===== config.mk =====
export PLATFORM = sky130hd
export DESIGN_NAME = pipe_stage_reg
export DESIGN_NICKNAME = d
export VERILOG_FILES = /design/src/rtl/pipe_stage_reg.sv
export SDC_FILE = /design/constraint.sdc
export NUM_CORES = 1
export LEC_CHECK = 0
export CAP_MARGIN = 20
export CORE_MARGIN = 5
export CORE_UTILIZATION = 50
export DETAILED_ROUTE_END_ITERATION = 7
export PLACE_DENSITY = 0.89
export SYNTH_ARGS = -nofsm -noshare
export SYNTH_HDL_FRONTEND = slang
export SYNTH_SLANG_ARGS = --single-unit
export TNS_END_PERCENT = 30

===== constraint.sdc =====
create_clock -name clk -period 2.6 [get_ports clk]
set_input_delay 0.52 -clock clk [delete_from_list [all_inputs] [get_ports clk]]
set_output_delay 0.52 -clock clk [all_outputs]
set_load 0.02 [all_outputs]

===== src/rtl/pipe_stage_reg.sv =====
// Pipeline stage register with valid/ready handshake and a two-entry skid buffer.
// Optional stall counter port enabled by defining PIPE_STAGE_STALL_CNT_EN.
module pipe_stage_reg #(
    parameter int DATA_W       = 32,
    parameter int CTRL_W       = 4,
    parameter int REG_W        = 5,
    parameter int REGWRITE_BIT = 1,
    parameter int MEMTOREG_BIT = 2
) (
    input  logic              clk,
    input  logic              rst_n,
    input  logic              flush,
    input  logic              in_valid,
    output logic              in_ready,
    input  logic [CTRL_W-1:0] ctrl_i,
    input  logic [DATA_W-1:0] alu_i,
    input  logic [DATA_W-1:0] wdata_i,
    input  logic [REG_W-1:0]  wreg_i,
    input  logic [DATA_W-1:0] instr_i,
    output logic              out_valid,
    input  logic              out_ready,
    output logic [CTRL_W-1:0] ctrl_o,
    output logic [DATA_W-1:0] alu_o,
    output logic [DATA_W-1:0] wdata_o,
    output logic [REG_W-1:0]  wreg_o,
    output logic [DATA_W-1:0] instr_o,
    output logic              haz_regwrite,
    output logic              haz_memtoreg
`ifdef PIPE_STAGE_STALL_CNT_EN
    ,
    output logic [15:0]       stall_cnt
`endif
);

    // state | meaning
    // EMPTY | main and skid empty
    // ONE   | main holds the output entry, skid empty
    // FULL  | main and skid both hold entries, in_ready low
    // Encoding is {main_valid, skid_valid}.
    typedef enum logic [1:0] {
        ST_EMPTY = 2'b00,
        ST_ONE   = 2'b10,
        ST_FULL  = 2'b11
    } state_t;

    localparam int PL_W = CTRL_W + 3*DATA_W + REG_W;

    state_t            r_state;
    state_t            w_state_nxt;
    logic [PL_W-1:0]   r_main_pl;
    logic [PL_W-1:0]   r_skid_pl;
    logic [PL_W-1:0]   w_main_pl_nxt;
    logic [PL_W-1:0]   w_skid_pl_nxt;
    logic [PL_W-1:0]   w_in_pl;
    logic              w_main_vld;
    logic              w_skid_vld;
    logic              w_acc;
    logic              w_drn;
    logic [CTRL_W-1:0] w_m_ctrl;

    assign w_main_vld = r_state[1];
    assign w_skid_vld = r_state[0];
    assign w_in_pl    = {ctrl_i, alu_i, wdata_i, wreg_i, instr_i};

    // in_ready comes straight from the skid valid flop, never from out_ready.
    assign in_ready  = ~w_skid_vld;
    assign out_valid = w_main_vld;
    assign w_acc     = in_valid & ~w_skid_vld;
    assign w_drn     = w_main_vld & out_ready;

    always_ff @(posedge clk or negedge rst_n) begin
        if (!rst_n) begin
            r_state   <= ST_EMPTY;
            r_main_pl <= '0;
            r_skid_pl <= '0;
        end else begin
            r_state   <= w_state_nxt;
            r_main_pl <= w_main_pl_nxt;
            r_skid_pl <= w_skid_pl_nxt;
        end
    end

    always_comb begin
        w_state_nxt   = r_state;
        w_main_pl_nxt = r_main_pl;
        w_skid_pl_nxt = r_skid_pl;
        if (flush) begin
            w_state_nxt   = ST_EMPTY;
            w_main_pl_nxt = '0;
            w_skid_pl_nxt = '0;
        end else begin
            case (r_state)
                ST_EMPTY: begin
                    if (w_acc) begin
                        w_state_nxt   = ST_ONE;
                        w_main_pl_nxt = w_in_pl;
                    end
                end
                ST_ONE: begin
                    if (w_acc && w_drn) begin
                        w_main_pl_nxt = w_in_pl;
                    end else if (w_acc) begin
                        w_state_nxt   = ST_FULL;
                        w_skid_pl_nxt = w_in_pl;
                    end else if (w_drn) begin
                        w_state_nxt = ST_EMPTY;
                    end
                end
                ST_FULL: begin
                    if (w_drn) begin
                        w_state_nxt   = ST_ONE;
                        w_main_pl_nxt = r_skid_pl;
                    end
                end
                default: w_state_nxt = ST_EMPTY;
            endcase
        end
    end

    assign {w_m_ctrl, alu_o, wdata_o, wreg_o, instr_o} = r_main_pl;

    // Bubbles must not look like live control to the hazard unit.
    assign ctrl_o       = w_main_vld ? w_m_ctrl : '0;
    assign haz_regwrite = ctrl_o[REGWRITE_BIT];
    assign haz_memtoreg = ctrl_o[MEMTOREG_BIT];

`ifdef PIPE_STAGE_STALL_CNT_EN
    logic [15:0] r_stall_cnt;

    always_ff @(posedge clk or negedge rst_n) begin
        if (!rst_n) begin
            r_stall_cnt <= '0;
        end else if (w_main_vld && !out_ready && (r_stall_cnt != 16'hFFFF)) begin
            r_stall_cnt <= r_stall_cnt + 16'd1;
        end
    end

    assign stall_cnt = r_stall_cnt;
`endif

endmodule


; ---- Word-level counts from Yosys, hierarchy flattened
; Cells that the tools add are included.
[totals]
ff_bits = 212
in_bits = 110
output_inout_bits = 109
wordCells = 38
[op_classes]
n_eq_ne = 8
muxes = 16
n_bitwise = 3
reduce_logical = 8
[ops]
columns = operator, n
row1 = $mux 105, 7
row2 = $pmux 105 s3, 1
row3 = $mux 2, 6
row4 = $ne 3x3->1 const B, 4
row5 = $reduce_and 4->1, 2
row6 = $pmux 2 s3, 1
row7 = $eq 2x2->1 const B, 2
row8 = $mux 4, 1
row9 = $ne 4x4->1 const B, 1
row10 = $reduce_bool 2->1, 2
row11 = $reduce_bool 4->1, 1
row12 = $reduce_and 3->1, 1
row13 = $and 1x1->1, 2
row14 = $logic_not 2->1, 1
row15 = $ne 2x2->1 const B, 1
row16 = $logic_and 1x1->1, 1
row17 = $not 1->1, 1

; ---- Longest topological paths before layout
[logic_depth]
depth_word = 6
mapped_depth = 8
depth_no_buf = 6

; ---- Least setup slack after synthesis
; No wires, ideal clock.
[synth_timing]
path_type = register to register
startpoint = reg r_state[1]
endpoint = reg r_main_pl[10]
setup_ps = 127
t_arrival_ps = 2130
required_time_ps = 2473
setup_slack_ps = 343
stages_incl_launch_ff = 8
path_buffers = 3
period_less_slack_ps = 2257
cell_sequence = dfrtp_1 -> ha_1 -> buf_2 -> or4_4 -> nand3_2 -> buf_6 -> buf_8 -> mux2_1
[synth_via]
elab_chain_len = 4
elab_cells_between_ends = 12
cone_classes = 5 x eq/ne / 2 x mux / 1 x bitwise / 4 x reduce/logical
[synth_lines]
columns = element, line_no
row1 = "start, declared", 48  ; state_t r_state;
row2 = "start signal, assigned", 77  ; r_state <= w_state_nxt;
row3 = $and 1x1->1, 69  ; assign w_drn = w_main_vld & out_ready;
row4 = $logic_and 1x1->1, 100  ; if (w_acc && w_drn) begin
row5 = $ne 3x3->1 (no source line), -
row6 = $reduce_and 4->1 (no source line), -
row7 = "end signal, assigned", 78  ; r_main_pl <= w_main_pl_nxt;
row8 = "end, declared", 50  ; logic [PL_W-1:0] r_main_pl;
; Several ways; a longest one is shown, not always the timed one.
; A chain may end at the register's enable or synchronous reset.

; ---- Worst setup path after layout
[layout_timing]
startpoint = reg r_state[1]
endpoint = out haz_regwrite
[layout_via]
elab_chain_len = 1
[layout_lines]
columns = element, line_no
row1 = $mux 4, 123  ; assign ctrl_o = w_main_vld ? w_m_ctrl : '0;
row2 = "end, declared", 27  ; output logic haz_regwrite,
; Every way passes these cells.

==> impl_metrics.json <==
{
  "status": "finished clean",
  "route.detailed.drc": 0,
  "grt_pass1_wl_um": 39300,
  "yosys_warnings": 0,
  "die_x_um": 153,
  "drive_gt1_share_pct": 12.5,
  "critPathLaunchType": "flop",
  "p_leak_nw": 5.58,
  "skew_ns": 0.0188,
  "synth_cell_type_count": 29,
  "setup_viol": 0,
  "dpl.cell_count": 1165,
  "finalMaxSlewViolations": 0,
  "yosys_register_bits": 212,
  "worstPathCellList": "and2_1 > clkdlybuf4s50_1",
  "grt.overflow.total": 0,
  "path_clk_slew_ns": 0.06,
  "synth.net_count": 938,
  "synth.avg_cell_area_um2": 12.4,
  "arrival_ns": 1.92,
  "grt_max_degree": 104,
  "cts_tree": "done",
  "rsz0062_at_grt": "false",
  "crit_path_top_delay_cell": "clkdlybuf4s50_1",
  "maxSlewHeadroom_pct": 41.1,
  "dieArea_um2": 23300,
  "pin_count": 219,
  "placed_cell_area_um2": 11900,
  "max_freq_mhz": 410,
  "post-place-ws_ns": 0.265,
  "final_hold_viol_count": 0,
  "setup_ws_ns": 0.160,
  "dp_hpwl_um": 14900,
  "vdd_drop_max_mv": 0.628,
  "reg2reg_from": "r_state[0]$_DFFE_PN0P_",
  "cts_root_buf": "clkbuf_16",
  "holdBufCountCts": 1,
  "final_common_cell": "clkdlybuf4s50_1",
  "routed_wl_um": 23600,
  "vias": 6645,
  "holdCritStartpoint": "flush",
  "synthFlopType": "dfrtp_1",
  "required_ns": 2.08,
  "layout_common_cells": "clkdlybuf4s50_1, dfrtp_1, mux2i_1",
  "wl_per_cell_um": 19.5,
  "cts_buffers": 22,
  "drt_iter0_drc": 291,
  "hold_class": "input port to flop",
  "gp_congestion": 0.797,
  "fp.coreArea_um2": 20200,
  "grt.total_usage_pct": 20.1,
  "startpoint": "r_state[1]$_DFFE_PN0P_",
  "ys_top_cells_by_area": "dfrtp_1, mux2i_1, a22o_1, buf_4, mux2_2",
  "syn_to_final_growth_pct": 24.6,
  "num_antenna_cells": 0,
  "yosysTopAreaCell": "dfrtp_1",
  "post-route-util_pct": 63.0,
  "critical-path-max-stage-delay_ns": 0.63,
  "nNetsFinal": 1035,
  "dieHeight_um": 153,
  "synthesis.area_um2": 10200,
  "dr.pass1.iters": 4,
  "rows": 52,
  "ys_seq_area_share_pct": 52.0,
  "post-route-min-period_ns": 2.44,
  "stdcell_area_um2": 12700,
  "tns_ns": 0,
  "hold_slack_ns": 0.444,
  "synth_edf_count": 0,
  "power_density_nw_per_um2": 1040,
  "period_share_pct": 93.8,
  "antenna_found_initial": 0,
  "clock_sinks": 212,
  "cts_setup_buffers": 0,
  "netlist_instances": 823,
  "synth_top_area_share_pct": 52.0,
  "clkLatencyLatePin_ns": 0.50,
  "grt_pass1_vias": 7253,
  "worstSetupEndpointType": "output pin",
  "path_class": "flop to output pin",
  "cp.buffers_inverters": 1,
  "total_power_mw": 13.2,
  "path_max_fanout": 10,
  "clock_tree.buffer_depth": 3,
  "async_reset_ff_share_pct": 100,
  "tightest_slew_ns": 0.883,
  "viasPerCell": 5.51,
  "htreeDepth": 1,
  "cts_resized": 0,
  "max_cap_viol_count": 0,
  "cp_top_family": "buffers and inverters",
  "io_buffers": 218,
  "ant_nets": 0,
  "start_util_pct": 50.5,
  "instances_no_fill": 1206
}
sequential cells by signal, summed over array words and instances, names as in the netlist:
| signal | cells |
|---|---|
| r_main_pl | 105 |
| r_skid_pl | 105 |
| r_state | 2 |
layout make-up:
class,count,area [um^2]
Clock buffer,31,666
Clock inverter,9,145
Fill cell,1486,7470
Inverter,3,11.3
Multi-Input combinational cell,447,3810
Sequential cell,212,5310
Tap cell,270,338
Timing Repair Buffer,234,2420
synth_stat cells (2+ instances only):
master	n
a22o_1	105
and2_1	4
buf_2	25
buf_4	108
buf_8	5
clkbuf_1	21
dfrtp_1	212
ha_1	5
inv_1	2
mux2_1	50
mux2_2	55
mux2i_1	107
nand2_1	2
nor2_1	105
nor2b_1	3
per-layer routing:
| layer | part of all wire [%] | vias up | GRT usage (%) |
|---|---|---|---|
| met3 | 8.2 | 33 | 6.31 |
| met1 | 43 | 3412 | 27.0 |
| li1 | - | 2982 | - |
| met5 | 0 | - | 0 |
| met2 | 48 | 218 | 32.5 |
| met4 | 1.4 | 0 | 4.24 |
worst paths after layout:
kind	end	slack, ns	cells after the start
worst max-delay path	haz_regwrite	0.16	2
worst min-delay path	r_state[1]$_DFFE_PN0P_	0.44	3
worst max register to register	r_main_pl[9]$_DFFE_PN0P_	0.25	6
worst min register to register	r_main_pl[50]$_DFFE_PN0P_	0.49	1
max in group asynchronous	r_main_pl[36]$_DFFE_PN0P_	1.30	3
min in group asynchronous	r_main_pl[78]$_DFFE_PN0P_	0.56	2
logic make-up (layout without fill, tap and decap cells):
kind of cell / count (synthesis) / count (layout) / synth area share (%)
compound gates: 110 / 110 / 9.45
xor+xnor: 1 / 1 / 0.0859
fa+ha+maj: 5 / 5 / 0.614
buf+inv: 164 / 277 / 10.9
flops: 212 / 212 / 52.0
mux: 212 / 212 / 22.1
simple gates: 119 / 119 / 4.75
power by group:
part	internal (mW)	total [mW]	switching, mW
Combinational	2.49	4.94	2.45
Clock	2.18	3.45	1.27
Sequential	4.22	4.78	0.557
tightest hold or removal path, stage by stage:
cell and delay [ns]:
buf_4 0.17, a211o_1 0.13, mux2i_1 0.06
(Power assumes the default switching activity.)
